[src/rtl/clk_div_pkg.sv]
// Shared constants and types for the clk_div_gen divider bank.
package clk_div_pkg;

  // Smallest divisor that still yields one high and one low cycle.
  localparam int DIV_MIN   = 2;
  localparam int DEF_CNT_W = 16;
  // 16 MHz / 488 ~= 32.768 kHz
  localparam int DEF_DIV   = 488;

  // Channel control: idle (stopped, output low) or running a period.
  typedef enum logic {
    ST_IDLE = 1'b0,
    ST_RUN  = 1'b1
  } ch_fsm_t;

  // Per-channel state view; fields are DEF_CNT_W wide (wider divisors are
  // truncated in this debug view only).
  typedef struct packed {
    logic [DEF_CNT_W-1:0] active;
    logic [DEF_CNT_W-1:0] shadow;
    logic                 pending;
    logic [DEF_CNT_W-1:0] count;
  } ch_state_t;

  // Divisors below DIV_MIN are raised to DIV_MIN.
  function automatic int clamp_div(input int d);
    return (d < DIV_MIN) ? DIV_MIN : d;
  endfunction

endpackage

[src/rtl/clk_div_ch.sv]
// One divider channel: active/shadow divisor, period counter, registered
// clk_out and tick. Optional macro CLK_DIV_ODD_DUTY50_EN stretches the high
// phase of odd divisors by half a clk cycle using a falling-edge flop.
module clk_div_ch
  import clk_div_pkg::*;
#(
  parameter int CNT_W       = DEF_CNT_W,
  parameter int DEFAULT_DIV = DEF_DIV
) (
  input  logic             clk,
  input  logic             reset,
  input  logic             i_en,
  input  logic             i_wr,
  input  logic [CNT_W-1:0] i_div,
  output logic             o_clk,
  output logic             o_tick,
  output logic             o_pending,
  output logic             o_run,
  output ch_state_t        o_state
);

  localparam logic [CNT_W-1:0] RST_DIV = CNT_W'(clamp_div(DEFAULT_DIV));
  localparam logic [CNT_W-1:0] MIN_DIV = CNT_W'(DIV_MIN);
  localparam logic [CNT_W-1:0] ONE     = CNT_W'(1);

  ch_fsm_t          r_st;
  logic [CNT_W-1:0] r_cnt;
  logic [CNT_W-1:0] r_div;
  logic [CNT_W-1:0] r_shadow;
  logic             r_pend;
  logic             r_clk;
  logic             r_tick;

  logic [CNT_W-1:0] w_wr_div;
  logic [CNT_W-1:0] w_half;
  logic [CNT_W-1:0] w_cnt_nxt;
  logic             w_last;

  assign w_wr_div  = (i_div < MIN_DIV) ? MIN_DIV : i_div;
  assign w_half    = r_div >> 1;
  assign w_cnt_nxt = r_cnt + ONE;
  assign w_last    = (r_cnt == r_div - ONE);

  // Period FSM: start on en, wrap at D-1 (loading a pending shadow), stop at
  // the end of a period once en has dropped.
  always_ff @(posedge clk or posedge reset) begin
    if (reset) begin
      r_st     <= ST_IDLE;
      r_cnt    <= '0;
      r_div    <= RST_DIV;
      r_shadow <= RST_DIV;
      r_pend   <= 1'b0;
      r_clk    <= 1'b0;
      r_tick   <= 1'b0;
    end else begin
      r_tick <= 1'b0;
      // A write never coincides with a pending load: cfg_ready blocks it.
      if (i_wr) begin
        r_shadow <= w_wr_div;
        r_pend   <= 1'b1;
      end
      case (r_st)
        ST_IDLE: begin
          if (r_pend) begin
            r_div  <= r_shadow;
            r_pend <= 1'b0;
          end
          if (i_en) begin
            r_st   <= ST_RUN;
            r_cnt  <= '0;
            r_clk  <= 1'b1;
            r_tick <= 1'b1;
          end
        end
        ST_RUN: begin
          if (w_last) begin
            if (r_pend) begin
              r_div  <= r_shadow;
              r_pend <= 1'b0;
            end
            r_cnt <= '0;
            if (i_en) begin
              r_clk  <= 1'b1;
              r_tick <= 1'b1;
            end else begin
              r_st  <= ST_IDLE;
              r_clk <= 1'b0;
            end
          end else begin
            r_cnt <= w_cnt_nxt;
            r_clk <= (w_cnt_nxt < w_half);
          end
        end
        default: r_st <= ST_IDLE;
      endcase
    end
  end

`ifdef CLK_DIV_ODD_DUTY50_EN
  logic r_clk_neg;

  // Half-cycle delayed copy of the high phase, only for odd divisors.
  always_ff @(negedge clk or posedge reset) begin
    if (reset) r_clk_neg <= 1'b0;
    else       r_clk_neg <= r_clk & r_div[0];
  end

  assign o_clk = r_clk | r_clk_neg;
`else
  assign o_clk = r_clk;
`endif

  assign o_tick    = r_tick;
  assign o_pending = r_pend;
  assign o_run     = (r_st == ST_RUN);

  // Debug view of the channel state.
  always_comb begin
    o_state         = '0;
    o_state.active  = DEF_CNT_W'(r_div);
    o_state.shadow  = DEF_CNT_W'(r_shadow);
    o_state.pending = r_pend;
    o_state.count   = DEF_CNT_W'(r_cnt);
  end

endmodule

[src/rtl/clk_div_gen.sv]
// Bank of NUM_CH independent clock dividers sharing one divisor-write port.
// Handshake: a write transfers on a rising clk edge where cfg_valid and
// cfg_ready are both high; cfg_ready is low while the addressed channel
// still holds an unloaded shadow divisor. Writes to cfg_ch >= NUM_CH are
// accepted and dropped. Optional macro: CLK_DIV_ODD_DUTY50_EN.
module clk_div_gen
  import clk_div_pkg::*;
#(
  parameter int  NUM_CH      = 2,
  parameter int  CNT_W       = DEF_CNT_W,
  parameter int  DEFAULT_DIV = DEF_DIV,
  localparam int CH_W        = (NUM_CH > 1) ? $clog2(NUM_CH) : 1,
  localparam int ST_W        = $bits(ch_state_t)
) (
  input  logic                   clk,
  input  logic                   reset,
  input  logic [NUM_CH-1:0]      en,
  input  logic                   cfg_valid,
  output logic                   cfg_ready,
  input  logic [CH_W-1:0]        cfg_ch,
  input  logic [CNT_W-1:0]       cfg_div,
  output logic [NUM_CH-1:0]      clk_out,
  output logic [NUM_CH-1:0]      tick,
  output logic [NUM_CH-1:0]      dbg_run,
  output logic [NUM_CH*ST_W-1:0] dbg_state
);

  logic [NUM_CH-1:0]      w_pend;
  logic [NUM_CH-1:0]      w_wr;
  logic [(1<<CH_W)-1:0]   w_pend_ext;

  // Pad pending flags so an out-of-range cfg_ch reads as not pending.
  always_comb begin
    w_pend_ext               = '0;
    w_pend_ext[NUM_CH-1:0]   = w_pend;
  end

  assign cfg_ready = ~w_pend_ext[cfg_ch];

  for (genvar g = 0; g < NUM_CH; g++) begin : g_ch
    assign w_wr[g] = cfg_valid & cfg_ready & (cfg_ch == CH_W'(g));

    clk_div_ch #(
      .CNT_W       (CNT_W),
      .DEFAULT_DIV (DEFAULT_DIV)
    ) u_ch (
      .clk       (clk),
      .reset     (reset),
      .i_en      (en[g]),
      .i_wr      (w_wr[g]),
      .i_div     (cfg_div),
      .o_clk     (clk_out[g]),
      .o_tick    (tick[g]),
      .o_pending (w_pend[g]),
      .o_run     (dbg_run[g]),
      .o_state   (dbg_state[g*ST_W +: ST_W])
    );
  end

endmodule
[config.mk]
export PLATFORM = sky130hd
export DESIGN_NAME = clk_div_gen
export DESIGN_NICKNAME = d
export VERILOG_FILES = /design/src/rtl/clk_div_pkg.sv /design/src/rtl/clk_div_ch.sv /design/src/rtl/clk_div_gen.sv
export SDC_FILE = /design/constraint.sdc
export NUM_CORES = 1
export LEC_CHECK = 0
export CAP_MARGIN = 20
export CORE_ASPECT_RATIO = 1.2
export CORE_MARGIN = 1.5
export CORE_UTILIZATION = 49
export CTS_CLUSTER_SIZE = 10
export DETAILED_ROUTE_END_ITERATION = 6
export PLACE_DENSITY = 0.85
export SLEW_MARGIN = 20
export SYNTH_ARGS = -nofsm -noshare
export SYNTH_HDL_FRONTEND = slang
export SYNTH_HIERARCHICAL = 1
export SYNTH_SLANG_ARGS = --single-unit
[constraint.sdc]
create_clock -name clk -period 3.29 [get_ports clk]
set_clock_uncertainty 0.05 [all_clocks]
set_input_delay 0.658 -clock clk [delete_from_list [all_inputs] [get_ports clk]]
set_output_delay 0.658 -clock clk [all_outputs]
set_load 0.01 [all_outputs]
# After elaboration in Yosys (flattened, before gate mapping)

Cells that the tools add are included.

Flip-flop bits (word level): 104
Bits of input ports: 22
Output and inout port bits: 105

Multiplexer cells: 39
$add $sub $neg: 4
Order comparisons: 4
Bitwise logic cells: 7
Eq/ne operators: 6

Operators by type and width:

| operator                | count |
|---|---|
| $mux W16                | 9 |
| $pmux W16 S2            | 4 |
| $add A16 B1 Y16 const B | 2 |
| $eq A16 B16 Y1          | 2 |
| $lt A16 B15 Y1          | 2 |
| $sub A16 B1 Y16 const B | 2 |
| $mux W1                 | 18 |
| $lt A16 B2 Y1 const B   | 1 |
| $pmux W1 S2             | 8 |
| $ne A2 B2 Y1 const B    | 4 |
| $not A1 Y1              | 4 |
| $and A1 B1 Y1           | 3 |
| $lt A1 B2 Y1 const B    | 1 |

# Depth between registers and ports, before layout

Gate-level depths: netlist of the first run.

Depth after elaboration: 9
Depth in mapped cells: 15

# By module

The synthesis of the first run kept the hierarchy.

By module, submodules not included:

| module                    | cells each | seq. area each (sq um) | times used | area each (sq um) |
|---|---|---|---|---|
| clk_div_ch (g_ch[1].u_ch) | 448        | 1313.8                 | 1          | 3887.5 |
| clk_div_ch (g_ch[0].u_ch) | 426        | 1313.8                 | 1          | 3768.6 |
| clk_div_gen               | 3          | 0.0                    | 1          | 26.3 |

# Worst setup path before layout of the first run

Ideal clock, no wire load.

Path kind: register -> register
Start: reg g_ch[0].u_ch.r_div[1]
End: reg g_ch[0].u_ch.r_cnt[0]
Stages on the path, launching flop included: 12
Slack: -0.154 ns
Data arrival time: 3.269 ns
Path buffers: 2
Period minus slack after synthesis: 3.444 ns
Required time: 3.115 ns
Cells stage by stage: dfrtp_1 clkbuf_1 inv_1 ha_1 nor3b_1 o211ai_1 or4b_1 a2111o_1 a2111oi_4 a21boi_2 buf_2 mux2_2

Longest elaborated chain between the ends: 4

RTL lines:

| what                     | line             | text |
|---|---|---|
| start: declaration       | clk_div_ch.sv:28 | `logic [CNT_W-1:0] r_div;` |
| start signal: assignment | clk_div_ch.sv:65 | `r_div <= r_shadow;` |
| start signal: assignment | clk_div_ch.sv:78 | `r_div <= r_shadow;` |
| $sub A16 B1 Y16          | clk_div_ch.sv:42 | `assign w_last = (r_cnt == r_div - ONE);` |
| $eq A16 B16 Y1           | clk_div_ch.sv:42 |  |
| $mux W16                 | clk_div_ch.sv:76 | `if (w_last) begin` |
| $pmux W16 S2             | clk_div_ch.sv:62 | `case (r_st)` |
| end signal: assignment   | clk_div_ch.sv:90 | `r_cnt <= w_cnt_nxt;` |
| end: declaration         | clk_div_ch.sv:27 | `logic [CNT_W-1:0] r_cnt;` |

No other way between the ends.
A chain may end at the register's enable or synchronous reset.

# Worst setup path in the final report of the first run

Start: reg g_ch[0].u_ch.r_cnt[1]
End: reg g_ch[0].u_ch.r_clk

Longest elaborated chain between the ends: 4

RTL lines:

| what                   | line             | text |
|---|---|---|
| $add A16 B1 Y16        | clk_div_ch.sv:41 | `assign w_cnt_nxt = r_cnt + ONE;` |
| $lt A16 B15 Y1         | clk_div_ch.sv:91 | `r_clk <= (w_cnt_nxt < w_half);` |
| $mux W1 *              | clk_div_ch.sv:76 |  |
| $pmux W1 S2 *          | clk_div_ch.sv:62 |  |
| end signal: assignment | clk_div_ch.sv:91 |  |
| end: declaration       | clk_div_ch.sv:31 | `logic r_clk;` |

Mark *: on every way between the ends. The rest lies on a longest branch, timed or not.

==> results.json, run 1 <==
{
  "status": "complete, no violations",
  "grt_pass1_vias": 6886,
  "root_buffer": "clkbuf_16",
  "yosys_register_bits": 104,
  "initial_core_util": 0.507,
  "cpMaxStageDelayCell": "or4_1",
  "syn-num-nets": 931,
  "core_area_um2": 15100,
  "syn_inst": 877,
  "antenna_found_initial": 0,
  "die_area_um2": 16400,
  "async_flop_share": 1.00,
  "grt_max_degree": 64,
  "path_class": "flip-flop to flip-flop",
  "yosysTopAreaCell": "dfrtp_1",
  "register_area_um2": 2630,
  "track_usage": 0.269,
  "setup_tns_ns": 0,
  "slew_violations": 0,
  "num_antenna_cells": 0,
  "crit_chain": "ha_2 -> nand3_1 -> nor2_2 -> and3_4 -> and3_4 -> nand3_1 -> xnor2_2 -> ha_1 -> a21oi_1 -> o21ai_0 -> a21oi_1 -> nor2b_1 -> or4_1 -> a211oi_1",
  "drc": 0,
  "via_per_inst": 6.10,
  "syn_area_per_cell_um2": 8.76,
  "path_buf_inv": 0,
  "vias": 7319,
  "yosys-top-cells-area": "dfrtp_1 (27%), dfstp_2 (6.8%), xnor2_1 (5.5%)",
  "ios": 127,
  "crit_family": "simple AND/OR/NAND/NOR gates",
  "drive_above_1_share": 0.162,
  "post-route-period-util": 0.964,
  "antenna_left": 0,
  "setup_viol": 0,
  "yosysTopAreaCellShare": 0.274,
  "gp_congestion": 0.957,
  "holdPathStages": 2,
  "hold_viol_final": 0,
  "rsz0062_at_grt": "yes",
  "ir_drop_uv": 414,
  "synth_warnings": 6,
  "hp-class": "flip-flop to flip-flop",
  "critPathMaxStageDelay_ns": 0.46,
  "area_delta_synth_final_pct": 24.6,
  "worstSetupPathDepth": 14,
  "holdWs_ns": 0.489,
  "synth_ff_type": "dfrtp_1",
  "max_freq_mhz": 315,
  "cts_inserted_buffers": 9,
  "synth_edf_count": 0,
  "cp.required_ns": 3.51,
  "r2r_cells": 14,
  "drv_cap": 0,
  "clk_pin_slew_worst_paths_ns": 0.07,
  "synthesis.area_um2": 7680,
  "drtIter0Drc": 563,
  "cts-htree-levels": 3,
  "end_kind": "flip-flop",
  "leakage_nw": 4.09,
  "multi_input_area_um2": 4600,
  "ys_seq_area_frac": 0.342,
  "die_h_um": 140,
  "cts_tree": "yes",
  "portBuffers": 126,
  "num_rows": 49,
  "grt_pass1_wl_mm": 35.5,
  "slew_headroom": 0.550,
  "powerDensity_nw_per_um2": 530,
  "wl_mm": 22.3,
  "wl_per_cell_um": 18.6,
  "crit_arrival_ns": 3.40,
  "cp-start-kind": "flip-flop",
  "clk_latency_ns": 0.37,
  "crit_path_max_fanout": 3,
  "cts.sinks": 104,
  "globalRouteOverflowTotal": 0,
  "finalCriticalPeriod_ns": 3.17,
  "final_nets": 1044,
  "firstDrtPassIters": 6,
  "worst_pin_slew_ns": 0.674,
  "synth_cell_types": 76,
  "dp_hpwl_mm": 16.6,
  "nFillCells": 1255,
  "die_w_um": 117,
  "ctsLongestPathBuffers": 2
}
[worst paths after layout]
path                                     startpoint                        end  slack, ns
setup / recovery              g_ch[0].u_ch/r_cnt[1]         g_ch[0].u_ch/o_clk       0.12
hold / removal             g_ch[1].u_ch/r_shadow[5]      g_ch[1].u_ch/r_div[5]       0.49
setup reg to reg              g_ch[0].u_ch/r_cnt[1]         g_ch[0].u_ch/o_clk       0.12
hold reg to reg            g_ch[1].u_ch/r_shadow[5]      g_ch[1].u_ch/r_div[5]       0.49
max in group asynchronous                     reset      g_ch[1].u_ch/r_cnt[1]       1.89
min in group asynchronous                     reset  g_ch[0].u_ch/r_shadow[13]       0.68
[per-layer routing]
layer / wire length, um / share of wire / vias to the layer above / GRT usage
met5: 0 / 0 / - / 0
met4: 681 / 0.031 / 0 / 0.109
met3: 1500 / 0.067 / 56 / 0.0432
met2: 11300 / 0.51 / 309 / 0.476
met1: 8830 / 0.40 / 3558 / 0.327
li1: - / - / 3396 / -
[per-stage QoR]
step	instance area [um^2]	utilization	power, W	instances	worst slack, ns
floorplan	7690	-	0.00303	877	0.0113
global placement	9240	0.610	0.00395	1181	0.185
detailed placement	9240	0.610	0.00402	1181	0.0529
CTS	9510	0.628	0.00506	1197	0.0201
global route	9570	0.632	0.00535	1199	-0.0701
finish	9570	0.632	0.00507	1199	0.117
[layout by cell type, fill, tap and decap left out, types with 3 or more instances in the layout]
master           instances
dfrtp_1                 83
nor2b_1                  6
ha_1                    30
mux2_2                  30
o32ai_1                  8
clkbuf_1                 3
o211ai_1                27
xor2_1                  26
o21ai_0                 46
nand3_1                 41
a22o_1                   8
o311ai_2                16
a31oi_1                 18
a21oi_1                 31
a21o_1                   5
inv_1                   47
dfstp_2                 20
and3_1                   7
nor4_1                  13
and2_1                   5
or3_1                    4
buf_4                   46
clkbuf_16                9
nand2b_1                 4
nor2_1                  51
clkdlybuf4s50_1        126
xnor2_1                 46
nand4_1                 31
nor3_1                  23
nand2_1                 91
nand3b_1                16
[registers in the layout (all words and copies together) (netlist names)]
register,cells
g_ch.u_ch/o_run,2
g_ch.u_ch/r_shadow,32
g_ch.u_ch/o_clk,2
g_ch.u_ch/r_cnt,32
g_ch.u_ch/o_pending,2
g_ch.u_ch/o_tick,2
g_ch.u_ch/r_div,32
[cell type report]
| cell class | instances | share of cell area |
|---|---|---|
| clock buffer | 12 | 0.0247 |
| sequential | 104 | 0.275 |
| tap | 204 | 0.0267 |
| multi-input combinational | 652 | 0.481 |
| timing repair buffer | 173 | 0.170 |
| clock inverter | 4 | 0.00340 |
| inverter | 50 | 0.0196 |
[Yosys cell counts (all sizes together) (30+ instances only)]
master,count
a21oi,31
ha,32
dfrtp,84
nand2,91
clkbuf,49
inv,49
xnor2,48
nand3,42
o21ai,47
nand4,32
mux2,30
nor2,54
[power breakdown]
part | internal [W] | switching (W) | total, W
Clock | 0.000518 | 0.000512 | 0.00103
Sequential | 0.00163 | 0.000438 | 0.00207
Combinational | 0.00107 | 0.000909 | 0.00198
Total | 0.00321 | 0.00186 | 0.00507
[what timing repair did]
item | CTS | global route
setup buffers | 0 | 2
endpoints found under the setup margin | 0 | 11
hold buffers | 0 | 0
gates resized for setup | 0 | 12
[logic make-up (layout without fill, tap and decap cells)]
family,Yosys count,after routing,synth area share
compound gates,193,193,0.192
xor+xnor,74,74,0.0844
fa+ha+maj,32,32,0.0521
simple gates,321,321,0.216
mux,32,32,0.0466
buf+inv,121,239,0.0664
flops,104,104,0.342
[worst reg2reg max path, delay by kind of cell, from the launching register on]
family	cells	cell delay, ns
AOI/OAI and AO/OA	4	0.63
adders and majority gates	2	0.53
and+or+nand+nor	7	1.34
xor gates and xnor gates	1	0.18
DFF	1	0.37
Note: power is estimated with default switching activity, not from simulation.
==> run 2: changes to the inputs <==
--- a/config.mk
+++ b/config.mk
@@ -6,12 +6,14 @@
 export NUM_CORES = 1
 export LEC_CHECK = 0
 export CAP_MARGIN = 20
+export CELL_PAD_IN_SITES_DETAIL_PLACEMENT = 0
+export CELL_PAD_IN_SITES_GLOBAL_PLACEMENT = 2
 export CORE_ASPECT_RATIO = 1.2
 export CORE_MARGIN = 1.5
-export CORE_UTILIZATION = 49
+export CORE_UTILIZATION = 30
 export CTS_CLUSTER_SIZE = 10
 export DETAILED_ROUTE_END_ITERATION = 6
-export PLACE_DENSITY = 0.85
+export PLACE_DENSITY = 0.86
 export SLEW_MARGIN = 20
 export SYNTH_ARGS = -nofsm -noshare
 export SYNTH_HDL_FRONTEND = slang
==> run 2 against run 1 <==
Against the previous run:
- non-clock buffer count grew 7
- count of clock-buffer cells in the layout shrank 1
- via count shrank 4.2%
- critical endpoint is now g_ch[0].u_ch/r_div[1]
- highest routed layer is now met5
==> results.json, run 2 (same netlist as run 1, synthesis figures left out) <==
{
  "status": "complete, no violations",
  "wl_mm": 24.6,
  "max_freq_mhz": 322,
  "dpl_worst_slack_ns": 0.135,
  "end_kind": "flip-flop",
  "die_area_um2": 26600,
  "slew_violations": 0,
  "ir_drop_uv": 351,
  "setup_viol": 0,
  "finalCriticalPeriod_ns": 3.10,
  "worst_slack_ns": 0.186,
  "area_delta_synth_final_pct": 28.5,
  "firstDrtPassIters": 5,
  "ctsLongestPathBuffers": 2,
  "wl_per_cell_um": 18.5,
  "leakage_nw": 4.18,
  "hp-class": "flip-flop to flip-flop",
  "cts_inserted_buffers": 9,
  "instances_no_fill": 1327,
  "drtIter0Drc": 551,
  "rsz0062_at_grt": "yes",
  "slew_headroom": 0.543,
  "portBuffers": 126,
  "crit_arrival_ns": 3.33,
  "drc": 0,
  "path_class": "flip-flop to flip-flop",
  "core_area_um2": 24900,
  "dpl_cell_area_um2": 9480,
  "final_common_cell": "clkdlybuf4s50_1",
  "reg_top3": "g_ch.u_ch/r_cnt x32, g_ch.u_ch/r_div x32, g_ch.u_ch/r_shadow x32",
  "track_usage": 0.190,
  "final_nets": 1051,
  "highest_layer": "met5",
  "cp-start-kind": "flip-flop",
  "crit_path_max_fanout": 26,
  "wl_met1_mm": 10.8,
  "grt_max_degree": 64,
  "cts-htree-levels": 3,
  "clk_latency_ns": 0.36,
  "hold_viol_final": 0,
  "grt_pass1_wl_mm": 39.0,
  "drive_above_1_share": 0.169,
  "gp_congestion": 0.836,
  "cts.sinks": 104,
  "dp_hpwl_mm": 18.6,
  "drv_cap": 0,
  "root_buffer": "clkbuf_16",
  "globalRouteOverflowTotal": 0,
  "final_area_um2": 9870,
  "via_per_inst": 5.29,
  "post-route-period-util": 0.944,
  "num_rows": 63,
  "die_w_um": 149,
  "grt_pass1_vias": 6920,
  "met3_length_um": 954,
  "ios": 127,
  "cts_tree": "yes",
  "met2_length_mm": 12.6,
  "fin_util": 0.396,
  "worst_pin_slew_ns": 0.682,
  "vias": 7014,
  "initial_core_util": 0.308,
  "final_cell_mix": "clkdlybuf4s50_1 (126), nand2_1 (91), dfrtp_1 (81)",
  "clk_pin_slew_worst_paths_ns": 0.08,
  "dp_cells": 1310,
  "num_antenna_cells": 0,
  "antenna_left": 0,
  "powerDensity_nw_per_um2": 541,
  "cp.required_ns": 3.52,
  "antenna_found_initial": 1,
  "die_h_um": 178
}
-- run 2: cell types whose count changed in the layout (fill, tap and decap cells not counted), sizes merged --
cell	delta
clkbuf	-1
clkinvlp	-2
clkinv	-1
bufinv	+2
inv	+2
buf	+7
-- run 2: power breakdown --
part,leakage [nW],switching (W),internal [W]
Sequential,1.16,0.000398,0.00163
Combinational,2.87,0.000983,0.00111
Clock,0.155,0.000538,0.000677
-- run 2: layout make-up --
cell class	count	area [um^2]
clock buffers	11	233
clock inverters	5	86.3
fillers	2589	15000
inverters	50	188
multi-input cells	652	4620
flip-flops and latches	104	2630
well taps	325	407
repair buffers	180	1710
-- run 2: final timing paths --
path	startpoint	depth (start not counted)	slack (ns)	end
worst max-delay path	g_ch[0].u_ch/r_div[1]	11	0.19	g_ch[0].u_ch/r_div[1]
worst min-delay path	g_ch[1].u_ch/r_cnt[0]	1	0.49	g_ch[1].u_ch/r_cnt[0]
worst max register to register	g_ch[0].u_ch/r_div[1]	11	0.19	g_ch[0].u_ch/r_div[1]
worst min register to register	g_ch[1].u_ch/r_cnt[0]	1	0.49	g_ch[1].u_ch/r_cnt[0]
max in group asynchronous	reset	3	1.83	g_ch[0].u_ch/r_div[8]
min in group asynchronous	reset	2	0.63	g_ch[1].u_ch/r_shadow[2]
-- run 2: critical path, stage by stage (launching register included) --
cell	delay [ns]
dfrtp_1	0.46
inv_1	0.11
ha_1	0.23
or3b_1	0.42
nor4_2	0.27
xnor2_1	0.10
a2111o_1	0.43
a2111oi_4	0.27
buf_4	0.19
buf_6	0.22
nand4_1	0.14
o211ai_1	0.13
-- run 2: timing repair --
action                     in CTS  in global routing
hold buffers                    0                  0
hold endpoints to repair        0                  0
gates resized for setup         0                 16
setup buffers                   0                  1
setup endpoints to repair       0                 18
-- run 2: metrics by stage --
| step | setup TNS, ns | hold WS [ns] | power (W) |
|---|---|---|---|
| 2_1_floorplan | 0 | 0.476 | 0.00303 |
| 3_3_place_gp | 0 | 0.473 | 0.00410 |
| 3_5_place_dp | 0 | 0.485 | 0.00413 |
| 4_1_cts | 0 | 0.498 | 0.00537 |
| 5_1_grt | -0.0190 | 0.519 | 0.00567 |
| 6_report | 0 | 0.487 | 0.00534 |
-- run 2: layer usage --
metal	up-vias	GRT usage
met5	-	0
met4	2	0.0433
met3	17	0.0240
met2	172	0.341
met1	3407	0.240
li1	3416	-
==> run 3: changes to the inputs <==
--- a/config.mk
+++ b/config.mk
@@ -13,7 +13,8 @@
 export CORE_UTILIZATION = 30
 export CTS_CLUSTER_SIZE = 10
 export DETAILED_ROUTE_END_ITERATION = 6
-export PLACE_DENSITY = 0.86
+export PLACE_DENSITY = 0.85
+export SKIP_LAST_GASP = 1
 export SLEW_MARGIN = 20
 export SYNTH_ARGS = -nofsm -noshare
 export SYNTH_HDL_FRONTEND = slang
==> run 3 against run 2 <==
Against the previous run:
- maximum frequency decreased by 3.4%
- worst hold slack about the same
- global-route usage shrank 0.26 points
- first-iteration DRC count fell by 38%
- via count rose by 0.11%
- register-to-register slack lost 0.11 ns
- wire length shrank 1.7%
- combinational power shrank 2%
- flip-flop and latch count unchanged
- critical path type unchanged
- largest cell class unchanged
- largest power group unchanged
==> results.json, run 3 (same netlist as run 1, synthesis figures left out) <==
{
  "status": "complete, no violations",
  "post-route-period-util": 0.977,
  "holdWs_ns": 0.487,
  "ctsLongestPathBuffers": 2,
  "final_common_cell": "clkdlybuf4s50_1",
  "end_kind": "flip-flop",
  "cp-start-kind": "flip-flop",
  "crit_arrival_ns": 3.41,
  "track_usage": 0.187,
  "root_buffer": "clkbuf_16",
  "num_rows": 63,
  "drv_cap": 0,
  "dpl_cell_area_um2": 9520,
  "ios": 127,
  "finalCriticalPeriod_ns": 3.21,
  "crit_path_max_fanout": 8,
  "hold_viol_final": 0,
  "worst_slack_ns": 0.0759,
  "powerDensity_nw_per_um2": 532,
  "rsz0062_at_grt": "yes",
  "wl_mm": 24.2,
  "grt_max_degree": 64,
  "slew_headroom": 0.485,
  "core_area_um2": 24900,
  "num_antenna_cells": 0,
  "via_per_inst": 5.26,
  "cts_tree": "yes",
  "setup_viol": 0,
  "path_class": "flip-flop to flip-flop",
  "portBuffers": 126,
  "cp.required_ns": 3.49,
  "clk_latency_ns": 0.37,
  "reg_top3": "g_ch.u_ch/r_cnt x32, g_ch.u_ch/r_div x32, g_ch.u_ch/r_shadow x32",
  "die_w_um": 149,
  "max_freq_mhz": 311,
  "globalRouteOverflowTotal": 0,
  "dp_hpwl_mm": 18.5,
  "ir_drop_uv": 291,
  "leakage_nw": 4.20,
  "final_area_um2": 9900,
  "hp-class": "flip-flop to flip-flop",
  "clk_pin_slew_worst_paths_ns": 0.08,
  "cts-htree-levels": 3,
  "slew_violations": 0,
  "area_delta_synth_final_pct": 28.8,
  "final_cell_mix": "clkdlybuf4s50_1 (126), nand2_1 (91), dfrtp_1 (80)",
  "grt_pass1_vias": 6921,
  "worst_pin_slew_ns": 0.769,
  "drive_above_1_share": 0.178,
  "antenna_left": 0,
  "gp_congestion": 0.819,
  "antenna_found_initial": 0,
  "die_area_um2": 26600,
  "vias": 7022,
  "die_h_um": 178,
  "ctsHoldBuffers": 0,
  "final_nets": 1058,
  "wl_per_cell_um": 18.1,
  "grt_pass1_wl_mm": 38.7,
  "drc": 0,
  "cts.sinks": 104,
  "initial_core_util": 0.308,
  "firstDrtPassIters": 4,
  "cts_inserted_buffers": 9,
  "drtIter0Drc": 340,
  "dpl_worst_slack_ns": 0.0874
}
==> run 3: report_power, final <==
part           internal (W)  switching (W)  leakage (nW)
Sequential          0.00163       0.000411          1.16
Combinational       0.00110       0.000958          2.89
Clock              0.000603       0.000561         0.145
==> run 3: worst paths after layout <==
kind / from / to / slack [ns] / cells past startpoint
setup / recovery: g_ch[0].u_ch/r_div[0] / g_ch[0].u_ch/o_pending / 0.08 / 8
min in group asynchronous: reset / g_ch[1].u_ch/r_shadow[15] / 0.56 / 2
max in group asynchronous: reset / g_ch[0].u_ch/r_div[1] / 1.90 / 3
setup reg to reg: g_ch[0].u_ch/r_div[0] / g_ch[0].u_ch/o_pending / 0.08 / 8
hold reg to reg: g_ch[1].u_ch/r_shadow[5] / g_ch[1].u_ch/r_div[5] / 0.49 / 2
hold / removal: g_ch[1].u_ch/r_shadow[5] / g_ch[1].u_ch/r_div[5] / 0.49 / 2
==> run 3: through the flow <==
stage | utilization | std cells | total power, W | TNS, ns
after floorplan | - | 877 | 0.00303 | 0
after global placement | 0.382 | 1317 | 0.00411 | 0
after detailed placement | 0.382 | 1317 | 0.00412 | 0
after CTS | 0.394 | 1333 | 0.00530 | 0
after global routing | 0.397 | 1334 | 0.00560 | -0.0102
final | 0.397 | 1334 | 0.00527 | 0
==> run 3: worst max-delay path, cell delays in order (launching register included) <==
cell and delay, ns:
dfrtp_2 0.47, or4_4 0.58, o21ai_0 0.16, or4b_1 0.46
a2111o_1 0.37, a2111oi_4 0.42, a21boi_2 0.14, buf_4 0.20
mux2_2 0.26
==> run 3: final cells by class <==
class	count	area, um^2
flip-flops and latches	104	2630
repair buffers	187	1750
inverters	50	188
multi-input cells	652	4620
clock inverters	6	75.1
fillers	2569	15000
well taps	325	407
clock buffers	10	229
==> run 3: repair_timing <==
| action | in CTS | in global routing |
|---|---|---|
| setup buffers | 0 | 1 |
| setup endpoints to repair | 0 | 24 |
| gates resized for setup | 0 | 19 |
==> run 3: routing by layer <==
layer  global-route usage  vias to the layer above  part of all wire
li1                     -                     3437                 -
met1                0.239                     3396              0.44
met2                0.328                      160              0.50
met3               0.0243                       29             0.037
met4               0.0553                        0             0.018
met5                    0                        -                 0
==> patch 1, RTL diff (settings of run 3) <==
Add an input register stage for `cfg_valid`, `cfg_ch` and `cfg_div`; this delays them by one clock. The other inputs are not delayed to match.
--- a/src/rtl/clk_div_gen.sv
+++ b/src/rtl/clk_div_gen.sv
@@ -25,6 +25,16 @@
   output logic [NUM_CH*ST_W-1:0] dbg_state
 );
 
+  logic cfg_valid_q;
+  logic [CH_W-1:0] cfg_ch_q;
+  logic [CNT_W-1:0] cfg_div_q;
+
+  always_ff @(posedge clk) begin
+    cfg_valid_q <= cfg_valid;
+    cfg_ch_q    <= cfg_ch;
+    cfg_div_q   <= cfg_div;
+  end
+
   logic [NUM_CH-1:0]      w_pend;
   logic [NUM_CH-1:0]      w_wr;
   logic [(1<<CH_W)-1:0]   w_pend_ext;
@@ -35,10 +45,10 @@
     w_pend_ext[NUM_CH-1:0]   = w_pend;
   end
 
-  assign cfg_ready = ~w_pend_ext[cfg_ch];
+  assign cfg_ready = ~w_pend_ext[cfg_ch_q];
 
   for (genvar g = 0; g < NUM_CH; g++) begin : g_ch
-    assign w_wr[g] = cfg_valid & cfg_ready & (cfg_ch == CH_W'(g));
+    assign w_wr[g] = cfg_valid_q & cfg_ready & (cfg_ch_q == CH_W'(g));
 
     clk_div_ch #(
       .CNT_W       (CNT_W),
@@ -48,7 +58,7 @@
       .reset     (reset),
       .i_en      (en[g]),
       .i_wr      (w_wr[g]),
-      .i_div     (cfg_div),
+      .i_div     (cfg_div_q),
       .o_clk     (clk_out[g]),
       .o_tick    (tick[g]),
       .o_pending (w_pend[g]),
Check against the original RTL: not equivalent (Yosys sat finds a counterexample within 4 cycles, from zero or initial values and one cycle with reset high).
==> patch 1 against run 3 <==
- critical path depth up 6
- worst setup slack better by 0.086 ns
- synthesized area up 4.8%
- count of clock-buffer cells in the layout up 9
- die area up 4.7%
- global-route usage down 0.80 points
- sequential share of layout area up 1.8 points
- power up 17%
- wire length up 3.2%
- design area up 6.2%
- sequential cell count up 18
- highest routed layer unchanged
==> patch 1: results (changes against run 3) <==
.. list-table::
   :header-rows: 1

   * - Metric
     - Value
   * - Outcome
     - completed (unchanged)
   * - Peak ir drop on the vdd network
     - 0.0003734 V (was 0.0002914 V)
   * - Post-synthesis net count
     - 949 (was 931)
   * - Share of the synthesized netlist area taken by xor and xnor gates
     - 8.053% (was 8.436%)
   * - FF-to-FF path depth
     - 14 (was 8)
   * - Global-route usage over all layers
     - 17.92% (was 18.72%)
   * - Mux cell area share after synthesis
     - 4.447% (was 4.658%)
   * - Synthesized-area fraction occupied by ao, oa, aoi and oai cells
     - 18.33% (was 19.20%)
   * - Vias in the first global route
     - 6989 (was 6921)
   * - Hold Startpoint
     - cfg_div_q[0] (was g_ch[1].u_ch/r_shadow[5])
   * - Post-synthesis sequential area ratio
     - 37.13% (was 34.20%)
   * - Adder-cell share of the synthesized area
     - 4.975% (was 5.212%)
   * - Number of fill cells in the layout
     - 2659 (was 2569)
   * - Post-placement cell area
     - 9881 µm² (was 9518 µm²)
   * - Worst stage delay on the critical path
     - 0.50 ns (was 0.58 ns)
   * - Internal reg-to-reg setup slack
     - 0.16 ns (was 0.08 ns)
   * - Post-synthesis async set-or-reset flop share
     - 85.25% (was 100.0%)
   * - Routability-driven placement congestion ratio
     - 0.8536 (was 0.8190)
   * - Clock edge transition at the registers on the reported setup and hold paths
     - 0.06 ns (was 0.08 ns)
   * - Cell variety after synth
     - 78 (was 76)
   * - Post-detailed-placement half-perimeter wirelength
     - 18.86 mm (was 18.52 mm)
   * - Reg-to-Reg End
     - g_ch[0].u_ch/o_clk (was g_ch[0].u_ch/o_pending)
   * - Arrival time worst endpoint
     - 3.42 ns (was 3.41 ns)
   * - Clk Latency, worst-skew pair
     - 0.42 ns (was 0.37 ns)
   * - Drt first pass iters
     - 5 (was 4)
   * - DR iter-0 viols
     - 499 (was 340)
   * - Routed wire per std cell
     - 18.12 µm (was 18.13 µm)
   * - Via count
     - 7205 (was 7022)
   * - Leakage component of the power
     - 0.004464 µW (was 0.004196 µW)
   * - Count of nets after finishing
     - 1083 (was 1058)
   * - Hold Crit Endpoint
     - g_ch[1].u_ch/r_shadow[0] (was g_ch[1].u_ch/r_div[5])
   * - Largest driver fanout on the critical path
     - 3 (was 8)
   * - Crit-path slowest cell
     - or4_1 (was or4_4)
[patch 1: cell type report]
class | count | area share (%)
clock inverters | 13 | 1.012
flip-flops and latches | 122 | 28.44
inverters | 50 | 1.786
clock buffers | 19 | 4.417
repair buffers | 186 | 16.64
well taps | 335 | 3.988
multi-input cells | 652 | 43.71
[patch 1: timing repair]
| action | in CTS | in global routing |
|---|---|---|
| gates resized for setup | 0 | 8 |
| endpoints found under the setup margin | 0 | 1 |
| setup buffers | 0 | 3 |
[patch 1: per-layer routing]
| metal | part of all wire, % | wire (µm) | global-route usage, % | vias up |
|---|---|---|---|---|
| li1 | - | - | - | 3492 |
| met1 | 44 | 10920 | 22.53 | 3456 |
| met2 | 50 | 12490 | 31.49 | 226 |
| met3 | 4.6 | 1152 | 3.087 | 31 |
| met4 | 1.5 | 385 | 5.038 | 0 |
| met5 | 0 | 0 | 0 | - |
[patch 1: per-stage QoR]
step | instances | util [%] | setup WS (ns) | hold WS, ns
floorplan | 895 | - | 0.01132 | 0.3780
global placement | 1342 | 37.50 | 0.1893 | 0.3991
detailed placement | 1342 | 37.50 | 0.1121 | 0.4048
CTS | 1374 | 39.66 | 0.1286 | 0.4235
global route | 1377 | 39.89 | -0.04035 | 0.4406
finish | 1377 | 39.89 | 0.1624 | 0.4167
[patch 1: power by group]
group	switching (µW)	internal (µW)	total, µW
Clock	767	1040	1810
Sequential	445	1860	2310
Combinational	931	1110	2040
Total	2140	4020	6160
[patch 1: worst reg2reg max path, cell delays in order, from the launching register on]
cell and delay [ns]:
dfrtp_1 0.38, ha_2 0.21, nand3_1 0.12, nor2_2 0.15, and3_4 0.21, and3_1 0.18
nand3_1 0.12, xnor2_2 0.18, ha_1 0.29, a21oi_1 0.12, o21ai_0 0.10, a21oi_1 0.15
nor2b_1 0.05, or4_1 0.50, a211oi_2 0.23
==> patch 2, RTL diff (config.mk and constraints of run 3) <==
Without the edit above. `NUM_CH`: 2 -> 4.
--- a/src/rtl/clk_div_gen.sv
+++ b/src/rtl/clk_div_gen.sv
@@ -6,7 +6,7 @@
 module clk_div_gen
   import clk_div_pkg::*;
 #(
-  parameter int  NUM_CH      = 2,
+  parameter int  NUM_CH      = 4,
   parameter int  CNT_W       = DEF_CNT_W,
   parameter int  DEFAULT_DIV = DEF_DIV,
   localparam int CH_W        = (NUM_CH > 1) ? $clog2(NUM_CH) : 1,
Interface: changed (6 resized); port bits go from 127 to 234. No check against the original RTL was run, so the function may have changed too.
==> patch 2 against run 3 <==
- register-to-register slack gained 0.05 ns
- sequential power grew 100%
- synthesized cell count is 100% higher
- combinational power is 93% higher
- the flow now finishes with violations (DRC)
- synthesized area is 100% higher
- sequential cell count up 104
- final cell count increased by 110%
- design area increased by 100%
- worst setup slack improved by 0.027 ns
- largest power group is now registers
- count of clock-buffer cells in the layout up 36
- clock power rose by 140%
- die area rose by 100%
- wire length increased by 130%
- power rose by 110%
==> patch 2: results (changes against run 3) <==
.. list-table::
   :header-rows: 1

   * - Metric
     - Value
   * - Outcome
     - finished, violations left (was completed)
   * - Violated checks
     - DRC
   * - CTS Buffer Depth
     - 3 (was 2)
   * - Mux cell area share after synthesis
     - 4.452% (was 4.658%)
   * - Post-placement cell area
     - 18950 µm² (was 9518 µm²)
   * - Adder-cell share of the synthesized area
     - 5.143% (was 5.212%)
   * - CLK BUF
     - 46 (was 10)
   * - Routed wire length on met3
     - 2.452 mm (was 895 µm)
   * - Drt first pass iters
     - 5 (was 4)
   * - Clock network share of area
     - 4.042% (was 3.072%)
   * - Total of buffers placed on input and output ports
     - 233 (was 126)
   * - Met3 demand-to-capacity share in global routing
     - 2.734% (was 2.430%)
   * - Total Routed Length
     - 54.90 mm (was 24.19 mm)
   * - Flip-flop and latch area
     - 5259 µm² (was 2633 µm²)
   * - Synth top cells by count
     - 247 x nand2_1, 168 x dfrtp_1, 147 x nor2_1 (was 91 x nand2_1, 84 x dfrtp_1, 53 x nor2_1)
   * - Worst hold margin
     - 0.4778 ns (was 0.4872 ns)
   * - Arrival time worst endpoint
     - 2.48 ns (was 3.41 ns)
   * - Count of nets after finishing
     - 2119 (was 1058)
   * - Clock edge transition at the registers on the reported setup and hold paths
     - 0.06 ns (was 0.08 ns)
   * - DRC
     - 4 (was 0)
   * - Power per standard cell area
     - 547.5 nW/µm² (was 532.0 nW/µm²)
   * - Global routing met1 resource utilization
     - 25.04% (was 23.88%)
   * - Leakage component of the power
     - 0.008275 µW (was 0.004196 µW)
   * - Shortest clock period the worst path allows after layout
     - 3.187 ns (was 3.214 ns)
   * - FF-to-FF path depth
     - 14 (was 8)
   * - Cell variety after synth
     - 60 (was 76)
   * - Reg-to-Reg End
     - g_ch[1].u_ch/o_clk (was g_ch[0].u_ch/o_pending)
   * - TritonCTS sink count
     - 208 (was 104)
   * - Met2 wirelength from detailed routing
     - 27.28 mm (was 12.16 mm)
   * - Routed wire per std cell
     - 19.97 µm (was 18.13 µm)
   * - Wire length of the first global-routing pass
     - 84.97 mm (was 38.69 mm)
   * - CTS buffer count
     - 26 (was 9)
## patch 2: changes by cell type after synthesis, sizes merged, moves of 32 or more
| cell | delta |
|---|---|
| nand3 | +61 |
| nand2 | +156 |
| nor2 | +97 |
| xnor2 | +41 |
| inv | +72 |
| o311ai | +51 |
| ha | +32 |
| a21oi | +65 |
| dfrtp | +84 |
| o21ai | +46 |
## patch 2: worst max path at each step
stage	to	from
floorplan	g_ch[0].u_ch/o_clk	g_ch[0].u_ch/r_cnt[0]
global placement	cfg_ready	cfg_ch[0]
detailed placement	cfg_ready	cfg_ch[0]
CTS	g_ch[1].u_ch/o_clk	g_ch[1].u_ch/r_cnt[3]
global route	g_ch[3].u_ch/o_clk	g_ch[3].u_ch/r_cnt[1]
finish	cfg_ready	cfg_ch[0]
## patch 2: power breakdown
| part | switching [µW] | internal, µW | leakage [µW] |
|---|---|---|---|
| logic | 1960 | 2020 | 0.00556 |
| registers | 867 | 3230 | 0.00233 |
| clock network | 1170 | 1620 | 0.000389 |
